[config.mk]
export PLATFORM = sky130hd
export DESIGN_NAME = hazard_controller
export DESIGN_NICKNAME = d
export VERILOG_FILES = /design/src/rtl/hazard_controller.sv
export SDC_FILE = /design/constraint.sdc
export NUM_CORES = 1
export LEC_CHECK = 0
export ABC_AREA = 1
export BUFFER_PORTS_ARGS = -buffer_cell sky130_fd_sc_hd__buf_4
export CAP_MARGIN = 5
export CORE_UTILIZATION = 30
export DETAILED_ROUTE_END_ITERATION = 7
export PLACE_DENSITY = 0.67
export SLEW_MARGIN = 10
export SYNTH_ARGS = -nofsm -noshare
export SYNTH_HDL_FRONTEND = slang
export SYNTH_SLANG_ARGS = --single-unit
[constraint.sdc]
create_clock -name CLK -period 1.52 [get_ports CLK]
set_input_delay 0.228 -clock CLK [delete_from_list [all_inputs] [get_ports CLK]]
set_output_delay 0.228 -clock CLK [all_outputs]
set_load 0.02 [all_outputs]
[src/rtl/hazard_controller.sv]
// Pipeline hazard controller: load-use, branch-operand and mul/div HI/LO interlocks.
// Optional stall-cycle counter (STALL_CNT) is built only when HAZ_STALL_COUNT_EN is defined.
module hazard_controller #(
   parameter int unsigned MD_LATENCY = 8
) (
   input  logic       CLK,
   input  logic       RST_N,
   input  logic [4:0] IF_ID_RS,
   input  logic [4:0] IF_ID_RT,
   input  logic [4:0] ID_EX_RT,
   input  logic [4:0] ID_EX_RD,
   input  logic       ID_EX_MEMREAD,
   input  logic       ID_EX_REGWRITE,
   input  logic [4:0] EX_MEM_RD,
   input  logic       EX_MEM_MEMREAD,
   input  logic       ID_BRANCH,
   input  logic       ID_MD_START,
   input  logic       ID_READS_HILO,
   input  logic       BRANCH_TAKEN,
   output logic       PC_WRITE,
   output logic       IF_ID_WRITE,
   output logic       ID_EX_BUBBLE,
   output logic       IF_ID_FLUSH,
   output logic       MD_BUSY,
   output logic       MD_DONE
`ifdef HAZ_STALL_COUNT_EN
   ,
   output logic [15:0] STALL_CNT
`endif
);

   localparam int unsigned CNT_W = (MD_LATENCY > 1) ? $clog2(MD_LATENCY) : 1;

   typedef enum logic {RUN, MD_WAIT} state_t;

   state_t           state, state_nxt;
   logic [CNT_W-1:0] cnt, cnt_nxt;
   logic             done_nxt;
   logic             lu_stall, br_stall, md_stall, stall;

   // True when reg is nonzero and names one of the ID-stage sources.
   function automatic logic src_hit(input logic [4:0] r, input logic [4:0] rs,
                                    input logic [4:0] rt);
      return (r != 5'd0) && ((r == rs) || (r == rt));
   endfunction

   // Hazard detection and pipeline control.
   always_comb begin
      lu_stall = ID_EX_MEMREAD && src_hit(ID_EX_RT, IF_ID_RS, IF_ID_RT);
      br_stall = ID_BRANCH &&
                 ((ID_EX_REGWRITE && src_hit(ID_EX_RD, IF_ID_RS, IF_ID_RT)) ||
                  (EX_MEM_MEMREAD && src_hit(EX_MEM_RD, IF_ID_RS, IF_ID_RT)));
      md_stall = (state == MD_WAIT) && (ID_MD_START || ID_READS_HILO);
      stall    = lu_stall || br_stall || md_stall;

      PC_WRITE     = !stall;
      IF_ID_WRITE  = !stall;
      ID_EX_BUBBLE = stall;
      IF_ID_FLUSH  = !stall && BRANCH_TAKEN;
      MD_BUSY      = (state == MD_WAIT);
   end

   // Mul/div sequencing: count down MD_LATENCY-1..0, then flag completion.
   always_comb begin
      state_nxt = state;
      cnt_nxt   = cnt;
      done_nxt  = 1'b0;
      case (state)
         RUN: begin
            if (ID_MD_START && !stall) begin
               cnt_nxt   = CNT_W'(MD_LATENCY - 1);
               state_nxt = MD_WAIT;
            end
         end
         MD_WAIT: begin
            if (cnt == '0) begin
               state_nxt = RUN;
               done_nxt  = 1'b1;
            end else begin
               cnt_nxt = cnt - CNT_W'(1);
            end
         end
         default: state_nxt = RUN;
      endcase
   end

   always_ff @(posedge CLK or negedge RST_N) begin
      if (!RST_N) begin
         state   <= RUN;
         cnt     <= '0;
         MD_DONE <= 1'b0;
      end else begin
         state   <= state_nxt;
         cnt     <= cnt_nxt;
         MD_DONE <= done_nxt;
      end
   end

`ifdef HAZ_STALL_COUNT_EN
   // Saturating count of stalled cycles.
   always_ff @(posedge CLK or negedge RST_N) begin
      if (!RST_N) begin
         STALL_CNT <= 16'd0;
      end else if (stall && (STALL_CNT != 16'hFFFF)) begin
         STALL_CNT <= STALL_CNT + 16'd1;
      end
   end
`endif

endmodule

Word-level counts from Yosys, hierarchy flattened
Index checks and enable logic that the tools add are counted.
{"block": "classes", "n_lt_le_gt_ge": 0, "bitwise": 1, "div": 0, "n_shift": 0, "n_mul": 0, "reduce_logical": 23, "n_mux": 8, "eq_ne": 8, "addsub": 1}
{"cell": "$eq 5x5->1", "n": 6}
{"cell": "$reduce_bool 5->1", "n": 3}
{"cell": "$logic_and 1x1->1", "n": 10}
{"cell": "$logic_or 1x1->1", "n": 7}
{"cell": "$mux 3", "n": 2}
{"cell": "$pmux 3 s2", "n": 1}
{"cell": "$mux 1", "n": 4}
{"cell": "$ne 2x2->1 const B", "n": 2}
{"cell": "$logic_not 3->1", "n": 1}
{"cell": "$sub 3x1->3 const B", "n": 1}
{"cell": "$pmux 1 s2", "n": 1}
{"cell": "$reduce_and 2->1", "n": 1}
{"cell": "$logic_not 1->1", "n": 1}
{"cell": "$not 1->1", "n": 1}
{"block": "totals", "out_inout_bits": 6, "reg_bits": 5, "latchBits": 0, "memories": 0, "wordCells": 44, "mem_bits_ro": 0, "input_bits": 34, "ram_bits": 0}

Depth between registers and ports, before layout
Gate-level depths: netlist of the first run.
{"block": "logic_depth", "word_depth": 12, "ltp_mapped": 13, "depth_no_buf": 13}

Least setup slack after synthesis of the first run
Ideal clock, no wire load.
{"block": "synth_timing", "path_type": "input -> output", "start": "input port ID_EX_RT[0]", "end": "output port PC_WRITE", "arrival_time_ps": 1380, "required_ps": 1292, "setup_slack_ps": -88, "stages": 8, "cell_sequence": "nor4_1 > nand2_1 > nand2_1 > inv_1 > nand2_1 > nand3_1 > inv_1 > buf_4"}
{"block": "synth_via", "elab_chain_len": 7, "word_cells_on_any_way": 9, "cone_classes": "eq/ne (2); reduce/logical (7)"}
{"element": "start: declaration", "line": "10", "text": "input logic [4:0] ID_EX_RT,"}
{"element": "$eq 5x5->1", "line": "44", "text": "return (r != 5'd0) && ((r == rs) || (r == rt));"}
{"element": "$logic_or 1x1->1", "line": "44"}
{"element": "$logic_and 1x1->1 (*)", "line": "44"}
{"element": "$logic_and 1x1->1 (*)", "line": "49", "text": "lu_stall = ID_EX_MEMREAD && src_hit(ID_EX_RT, IF_ID_RS, IF_ID_RT);"}
{"element": "$logic_or 1x1->1 (*) (2 in series)", "line": "54", "text": "stall = lu_stall || br_stall || md_stall;"}
{"element": "net ID_EX_BUBBLE", "line": "22", "text": "output logic ID_EX_BUBBLE,"}
{"element": "$logic_not 1->1 (*)"}
{"element": "end: declaration", "line": "20", "text": "output logic PC_WRITE,"}
Mark *: on every way through the listed nets, which the timed path passes. The rest lies on a longest branch.

Worst setup path in the final report of the first run
{"block": "layout_timing", "start": "input port EX_MEM_RD[2]", "end": "output port IF_ID_FLUSH"}
{"block": "layout_via", "elab_chain_len": 10, "word_cells_on_any_way": 12, "cone_classes": "eq/ne (2); reduce/logical (10)"}
{"element": "start: declaration", "line": "14", "text": "input logic [4:0] EX_MEM_RD,"}
{"element": "$eq 5x5->1", "line": "44"}
{"element": "$logic_or 1x1->1", "line": "44"}
{"element": "$logic_and 1x1->1 (*)", "line": "44"}
{"element": "$logic_and 1x1->1 (*)", "line": "52", "text": "(EX_MEM_MEMREAD && src_hit(EX_MEM_RD, IF_ID_RS, IF_ID_RT)));"}
{"element": "$logic_or 1x1->1 (*)", "line": "51", "text": "((ID_EX_REGWRITE && src_hit(ID_EX_RD, IF_ID_RS, IF_ID_RT)) ||"}
{"element": "$logic_and 1x1->1 (*)", "line": "50", "text": "br_stall = ID_BRANCH &&"}
{"element": "$logic_or 1x1->1 (*) (2 in series)", "line": "54"}
{"element": "$logic_not 1->1 (*)", "line": "59", "text": "IF_ID_FLUSH = !stall && BRANCH_TAKEN;"}
{"element": "$logic_and 1x1->1 (*)", "line": "59"}
{"element": "end: declaration", "line": "23", "text": "output logic IF_ID_FLUSH,"}
Mark *: on every way between the ends. The rest lies on a longest branch, timed or not.

==> metrics.md, run 1 <==
| Metric | Value |
|---|---|
| Placer Congestion | `0.825` |
| Tcrit/Tclk final | `98.3%` |
| H-Tree Level Count | `1` |
| Die height | `54.3 um` |
| FF/Latch Area | `125 um2` |
| Vias | `1017` |
| Top cells by area, synth | `nand2_1 29%, dfrtp_1 15%, inv_1 13%` |
| Footprint of the multi-input gates | `621 um2` |
| Die X | `54.3 um` |
| Slew headroom | `79.7%` |
| Mean post-synth cell area | `5.29 um2` |
| Nets@finish | `238` |
| WP data required | `1.29 ns` |
| RSZ-0062 raised after global routing | `true` |
| CTS tree | `built` |
| Post-synthesis sequential area ratio | `15.3%` |
| Crit Path Class | `in -> out` |
| Final Hold Vio Count | `0` |
| Row Count | `18` |
| Peak VDD IR | `1.05 mV` |
| Fill count | `271` |
| Core region area | `0.00252 mm2` |
| Worst-path clk slew | `0.04 ns` |
| Hold Crit Class | `in -> reg` |
| Initial DRC count | `14` |
| Synth warnings | `0` |
| Slew Limit Fails | `0` |
| TritonRoute pass-1 iters | `4` |
| Post-DP HPWL | `1.81 mm` |
| DR WL/cell | `9.31 um` |
| Drt drc | `0` |
| Starting Density | `32.5%` |
| First-pass GRT wire length | `3.32 mm` |
| Clock root buffer | `clkbuf_4` |
| Crit path max-delay family | `simple AND/OR/NAND/NOR gates` |
| Synth area leader | `nand2_1` |
| Setup WS pre-CTS | `-0.0480 ns` |
| Largest net degree at the start of global routing | `7` |
| Critical path's largest stage delay | `0.15 ns` |
| Buf/Inv on CP | `4` |
| Critical Path Slowest Stage Cell | `o21ai_1` |
| Unique masters post-synth | `17` |
| Min Tclk post-route | `1.49 ns` |
| Number of buffers created by CTS | `3` |
| Synthesized cell area | `820 um2` |
| Startpoint types | `input port` |
| Post-route ant nets | `0` |
| Tot GR Track Use | `15.5%` |
| Cell Chain, Critical Path | `buf_4, inv_1, nand4_1, o21ai_1, inv_1, nand2_1, nand2_1, nand2_2, nand3_4, nor2_4, buf_6` |
| Power Total | `1.07 mW` |
| Worst Max-Slew Pin Slew | `0.303 ns` |
| Vias in the first global route | `816` |
| DRT Wirelength | `2.15 mm` |
| Area share of the largest cell type after synthesis | `29.3%` |
| Clock skew | `0.00578 ns` |
| Worst EP arrival | `1.27 ns` |
| Post-Syn Nets | `191` |
| Worst-path fanout max | `3` |
| Clk buf depth | `2` |
| I/O pins | `40` |
| Final hold slack | `0.319 ns` |
| Initial antenna violation count | `0` |
| Fmax | `0.669 GHz` |
| Gr ovfl total | `0` |
| Element type at the critical path end | `output port` |
| Post-synthesis register bit count | `5` |
| Leak | `0.761 nW` |
| Status | `complete, no violations` |
| Clk Latency, worst-skew pair | `0.24 ns` |
| # clock sinks | `5` |
| MaxCap Viol Count | `0` |
| Setup bufs post-CTS | `0` |
| ANT cells | `0` |
| Port Buffers | `39` |
| Endpoints failing setup | `0` |
| Fraction of layout cells with a size suffix above 1 | `34.3%` |
| Worst setup margin | `0.0257 ns` |
| Cell count after synthesis | `155` |
| Cell Pwr Density | `836 mW/mm2` |
| Vias per inst | `4.40` |
| P&R area growth vs syn | `55.9%` |
| Die area | `0.00294 mm2` |
-- flip-flops by register name (all words and copies together), names as in the netlist --
signal   cells
MD_DONE      1
cnt          3
MD_BUSY      1
-- final timing paths --
| path | cells after the start | endpoint | start | slack, ns |
|---|---|---|---|---|
| max | 11 | IF_ID_FLUSH | EX_MEM_RD[2] | 0.03 |
| max reg2reg | 8 | cnt[1]$_DFFE_PN0P_ | cnt[0]$_DFFE_PN0P_ | 0.20 |
| min | 4 | cnt[2]$_DFFE_PN0P_ | ID_MD_START | 0.32 |
| min reg2reg | 2 | cnt[0]$_DFFE_PN0P_ | cnt[0]$_DFFE_PN0P_ | 0.48 |
| min in group asynchronous | 2 | cnt[2]$_DFFE_PN0P_ | RST_N | 0.33 |
| max in group asynchronous | 2 | cnt[1]$_DFFE_PN0P_ | RST_N | 1.08 |
-- logic make-up (layout without fill, tap and decap cells) --
group                    after synthesis  count (layout)  share of synthesized area (%)
AND/OR/NAND/NOR                       99              99                           50.1
buffers and inverters                 31              77                           14.7
XOR/XNOR                              13              13                           13.9
AO/OA/AOI/OAI                          5               5                           3.05
flip-flops                             5               5                           15.3
adder cells (fa/ha/maj)                2               2                           3.05
-- timing repair --
action,4_1_cts,5_1_grt
endpoints found under the hold margin,5,0
setup endpoints to repair,3,4
pin swaps,0,13
hold buffers,1,0
resized for setup,3,29
-- where the power goes --
part,switching [mW],internal [mW],total [mW]
Combinational,0.366,0.313,0.678
Clock,0.0528,0.0992,0.152
Sequential,0.0416,0.196,0.238
Total,0.460,0.608,1.07
-- stage by stage --
stage          TNS (ns)  util [%]  std cells  cell area, um2
3_3_place_gp    -0.0542      46.3        226            1170
3_5_place_dp    -0.0992      46.3        226            1170
4_1_cts               0      48.2        231            1210
5_1_grt          -0.170      50.6        231            1280
2_1_floorplan   -0.0517         -        155             822
6_report              0      50.6        231            1280
-- layout by cell type, fill, tap and decap left out, drive strengths merged --
cell type,count
nor4,1
nor2,14
nand4,3
dfrtp,5
buf,42
nand2,66
a21oi,2
xnor2,7
xor2,6
inv,30
nor3,2
ha,2
dlygate4sd3,1
clkbuf,4
o21ai,3
nand3,13
-- final cells by class --
type | count | area share (%)
Multi-Input combinational cell | 119 | 48.6
Timing Repair Buffer | 43 | 27.6
Sequential cell | 5 | 9.79
Inverter | 30 | 9.01
Tap cell | 30 | 2.94
Clock buffer | 4 | 2.06
-- layer usage --
metal  wire [um]  vias to the layer above  global-route usage [%]
li1            -                      557                       -
met1        1050                      420                    22.0
met2         957                       40                    23.2
met3         138                        0                    5.56
met4           0                        0                    1.28
met5           0                        -                       0
-- Yosys cell counts --
cell / n
a21oi_1: 2
buf_4: 1
dfrtp_1: 5
ha_1: 2
inv_1: 28
inv_2: 2
nand2_1: 64
nand2_2: 2
nand3_1: 12
nand3_2: 1
nand4_1: 3
nor2_1: 14
nor3_1: 2
nor4_1: 1
o21ai_0: 3
xnor2_1: 7
xor2_1: 6
-- worst register-to-register path, cell delays in order, from the launching register on --
cell and delay [ns]:
dfrtp_1 0.37, inv_1 0.11, ha_1 0.15, inv_1 0.03, nor3_1 0.21, inv_1 0.13
nand2_1 0.12, nand3_1 0.08, nand2_1 0.07
No activity file was read; power rests on OpenSTA's default activity.
==> run 2, diff against run 1 <==
--- a/config.mk
+++ b/config.mk
@@ -10,6 +10,7 @@
 export CAP_MARGIN = 5
 export CORE_UTILIZATION = 30
 export DETAILED_ROUTE_END_ITERATION = 7
+export MAX_ROUTING_LAYER = met4
 export PLACE_DENSITY = 0.67
 export SLEW_MARGIN = 10
 export SYNTH_ARGS = -nofsm -noshare
==> run 2 against run 1 <==
Against the previous run: sequential power is essentially flat; cell area is the same; largest power group unchanged; clock skew is essentially flat; first-iteration DRC count is the same; non-clock buffer count is the same.
==> metrics.md, run 2 (synthesized netlist as in run 1, its figures left out) <==
| Metric | Value |
|---|---|
| Status | `complete, no violations` |
| Placer Congestion | `0.837 (+1.5%)` |
| Sw frac | `43.1% (about the same)` |
| Final hold slack | `0.315 ns (-0.00375 ns)` |
| First-pass GRT wire length | `3.32 mm (unchanged)` |
| Peak VDD IR | `1.05 mV (-0.21%)` |
| WP data required | `1.29 ns (about the same)` |
| Fmax | `0.669 GHz (unchanged)` |
| Leak | `0.761 nW (unchanged)` |
| H-Tree Level Count | `1 (unchanged)` |
| Endpoints failing setup | `0 (unchanged)` |
| Metal2 WL | `951 um (-0.63%)` |
| Nets@finish | `238 (unchanged)` |
| P&R area growth vs syn | `55.9% (unchanged)` |
| Clock root buffer | `clkbuf_4` |
| Worst-path fanout max | `3 (unchanged)` |
| Clk pwr share | `14.2% (about the same)` |
| Core Util, Final | `50.6% (unchanged)` |
| Post-DP HPWL | `1.81 mm (unchanged)` |
| Clk buf depth | `2 (unchanged)` |
| Vias | `1013 (-0.39%)` |
| Largest net degree at the start of global routing | `7 (unchanged)` |
| Initial DRC count | `14 (unchanged)` |
| Slew Limit Fails | `0 (unchanged)` |
| Tot GR Track Use | `16.0% (+0.44 points)` |
| Initial antenna violation count | `0 (unchanged)` |
| RSZ-0062 raised after global routing | `true` |
| DRT Wirelength | `2.15 mm (about the same)` |
| Tcrit/Tclk final | `98.3% (unchanged)` |
| Fraction of layout cells with a size suffix above 1 | `34.3% (unchanged)` |
| Logic pwr share | `63.4% (about the same)` |
| Startpoint types | `input port` |
| Commonest non-fill, non-tap cell in the layout | `nand2_1` |
| Number of flip-flops in the largest register | `3 (unchanged)` |
| Final setup TNS | `0 ns (unchanged)` |
| Vias per inst | `4.39 (-0.39%)` |
| Gr ovfl total | `0 (unchanged)` |
| TritonRoute pass-1 iters | `4 (unchanged)` |
| I/O pins | `40 (unchanged)` |
| Post-route ant nets | `0 (unchanged)` |
| Final Hold Vio Count | `0 (unchanged)` |
| Clock skew | `0.00609 ns (+0.000311 ns)` |
| Final Non-Filler Cells | `231 (unchanged)` |
| DR WL/cell | `9.31 um (about the same)` |
| # clock sinks | `5 (unchanged)` |
| Die X | `54.3 um (unchanged)` |
| Sw power | `460 uW (about the same)` |
| Power Total | `1.07 mW (about the same)` |
| Cell Pwr Density | `836 mW/mm2 (about the same)` |
| Port Buffers | `39 (unchanged)` |
| Element type at the critical path end | `output port` |
| Starting Density | `32.5% (unchanged)` |
| Vias in the first global route | `814 (-0.25%)` |
| Worst hold path depth | `3 (-1)` |
| Core region area | `0.00252 mm2 (unchanged)` |
| Reg2reg path depth | `8 (unchanged)` |
| Worst EP arrival | `1.27 ns (about the same)` |
| Top layer in use | `met3` |
| Met1 Wirelength | `1.06 mm (+0.76%)` |
| Metal3 WL | `137 um (-0.72%)` |
| Cells after DPL | `226 (unchanged)` |
| Worst Max-Slew Pin Slew | `0.303 ns (+0.000000119 ns)` |
| Commonest cells after routing, fill and taps aside | `63 x nand2_1, 37 x buf_4, 16 x inv_1, 13 x inv_2, 11 x nand3_1` |
| CTS tree | `built` |
| Die height | `54.3 um (unchanged)` |
| Crit Path Class | `in -> out` |
| Largest Register | `cnt` |
| MaxCap Viol Count | `0 (unchanged)` |
| Row Count | `18 (unchanged)` |
| Worst-path clk slew | `0.04 ns (about the same)` |
| ANT cells | `0 (unchanged)` |
| Sequential power share | `22.4% (about the same)` |
| Die area | `0.00294 mm2 (unchanged)` |
| Min Tclk post-route | `1.49 ns (unchanged)` |
| Slew headroom | `79.7% (unchanged)` |
| Number of buffers created by CTS | `3 (unchanged)` |
| Clk Latency, worst-skew pair | `0.24 ns (about the same)` |
| Drt drc | `0 (unchanged)` |
| Hold Crit Class | `in -> reg` |
| Int Pwr | `608 uW (about the same)` |
-- run 2: critical path, stage by stage --
cell and delay, ns:
buf_4 0.12, inv_1 0.06, nand4_1 0.09, o21ai_1 0.15, inv_1 0.06, nand2_1 0.07, nand2_1 0.06, nand2_2 0.10
nand3_4 0.09, nor2_4 0.12, buf_6 0.12
-- run 2: per-layer routing --
metal  vias to the layer above  GRT usage (%)
met3                         0           5.56
met1                       417           22.0
met5                         -              -
met2                        39           23.2
met4                         0           1.28
li1                        557              -
-- run 2: area by class of cell --
| cell class | instances | area [um2] |
|---|---|---|
| flip-flops and latches | 5 | 125 |
| fillers | 271 | 1240 |
| clock buffers | 4 | 26.3 |
| repair buffers | 43 | 353 |
| multi-input cells | 119 | 621 |
| inverters | 30 | 115 |
| well taps | 30 | 37.5 |
-- run 2: path summary, 6_finish.rpt --
kind,start,to,slack (ns)
setup / recovery,EX_MEM_RD[2],IF_ID_FLUSH,0.03
hold / removal,ID_MD_START,MD_BUSY$_DFF_PN0_,0.32
setup reg to reg,cnt[0]$_DFFE_PN0P_,cnt[1]$_DFFE_PN0P_,0.20
hold reg to reg,cnt[0]$_DFFE_PN0P_,cnt[0]$_DFFE_PN0P_,0.48
max in group asynchronous,RST_N,cnt[1]$_DFFE_PN0P_,1.08
min in group asynchronous,RST_N,cnt[2]$_DFFE_PN0P_,0.33
-- run 2: stage by stage --
stage | setup slack [ns] | cell area (um2)
global route | -0.0748 | 1280
detailed placement | -0.0480 | 1170
finish | 0.0257 | 1280
floorplan | -0.0517 | 822
CTS | 0.0372 | 1210
global placement | -0.0343 | 1170
-- run 2: what timing repair did --
| item | CTS | global route |
|---|---|---|
| endpoints found under the setup margin | 3 | 4 |
| buffers inserted | 0 | 0 |
| endpoints found under the hold margin | 5 | 0 |
| hold buffers | 1 | 0 |
| pin swaps | 0 | 13 |
| gates resized for setup | 3 | 29 |
-- run 2: power groups by stage --
| stage | registers, mW | clock network [mW] | logic (mW) |
|---|---|---|---|
| 5_1_grt | 0.245 | 0.170 | 0.776 |
| 2_1_floorplan | 0.255 | 0 | 0.382 |
| 3_3_place_gp | 0.240 | 0 | 0.617 |
| 4_1_cts | 0.239 | 0.159 | 0.632 |
| 3_5_place_dp | 0.240 | 0 | 0.623 |
| 6_report | 0.239 | 0.152 | 0.677 |
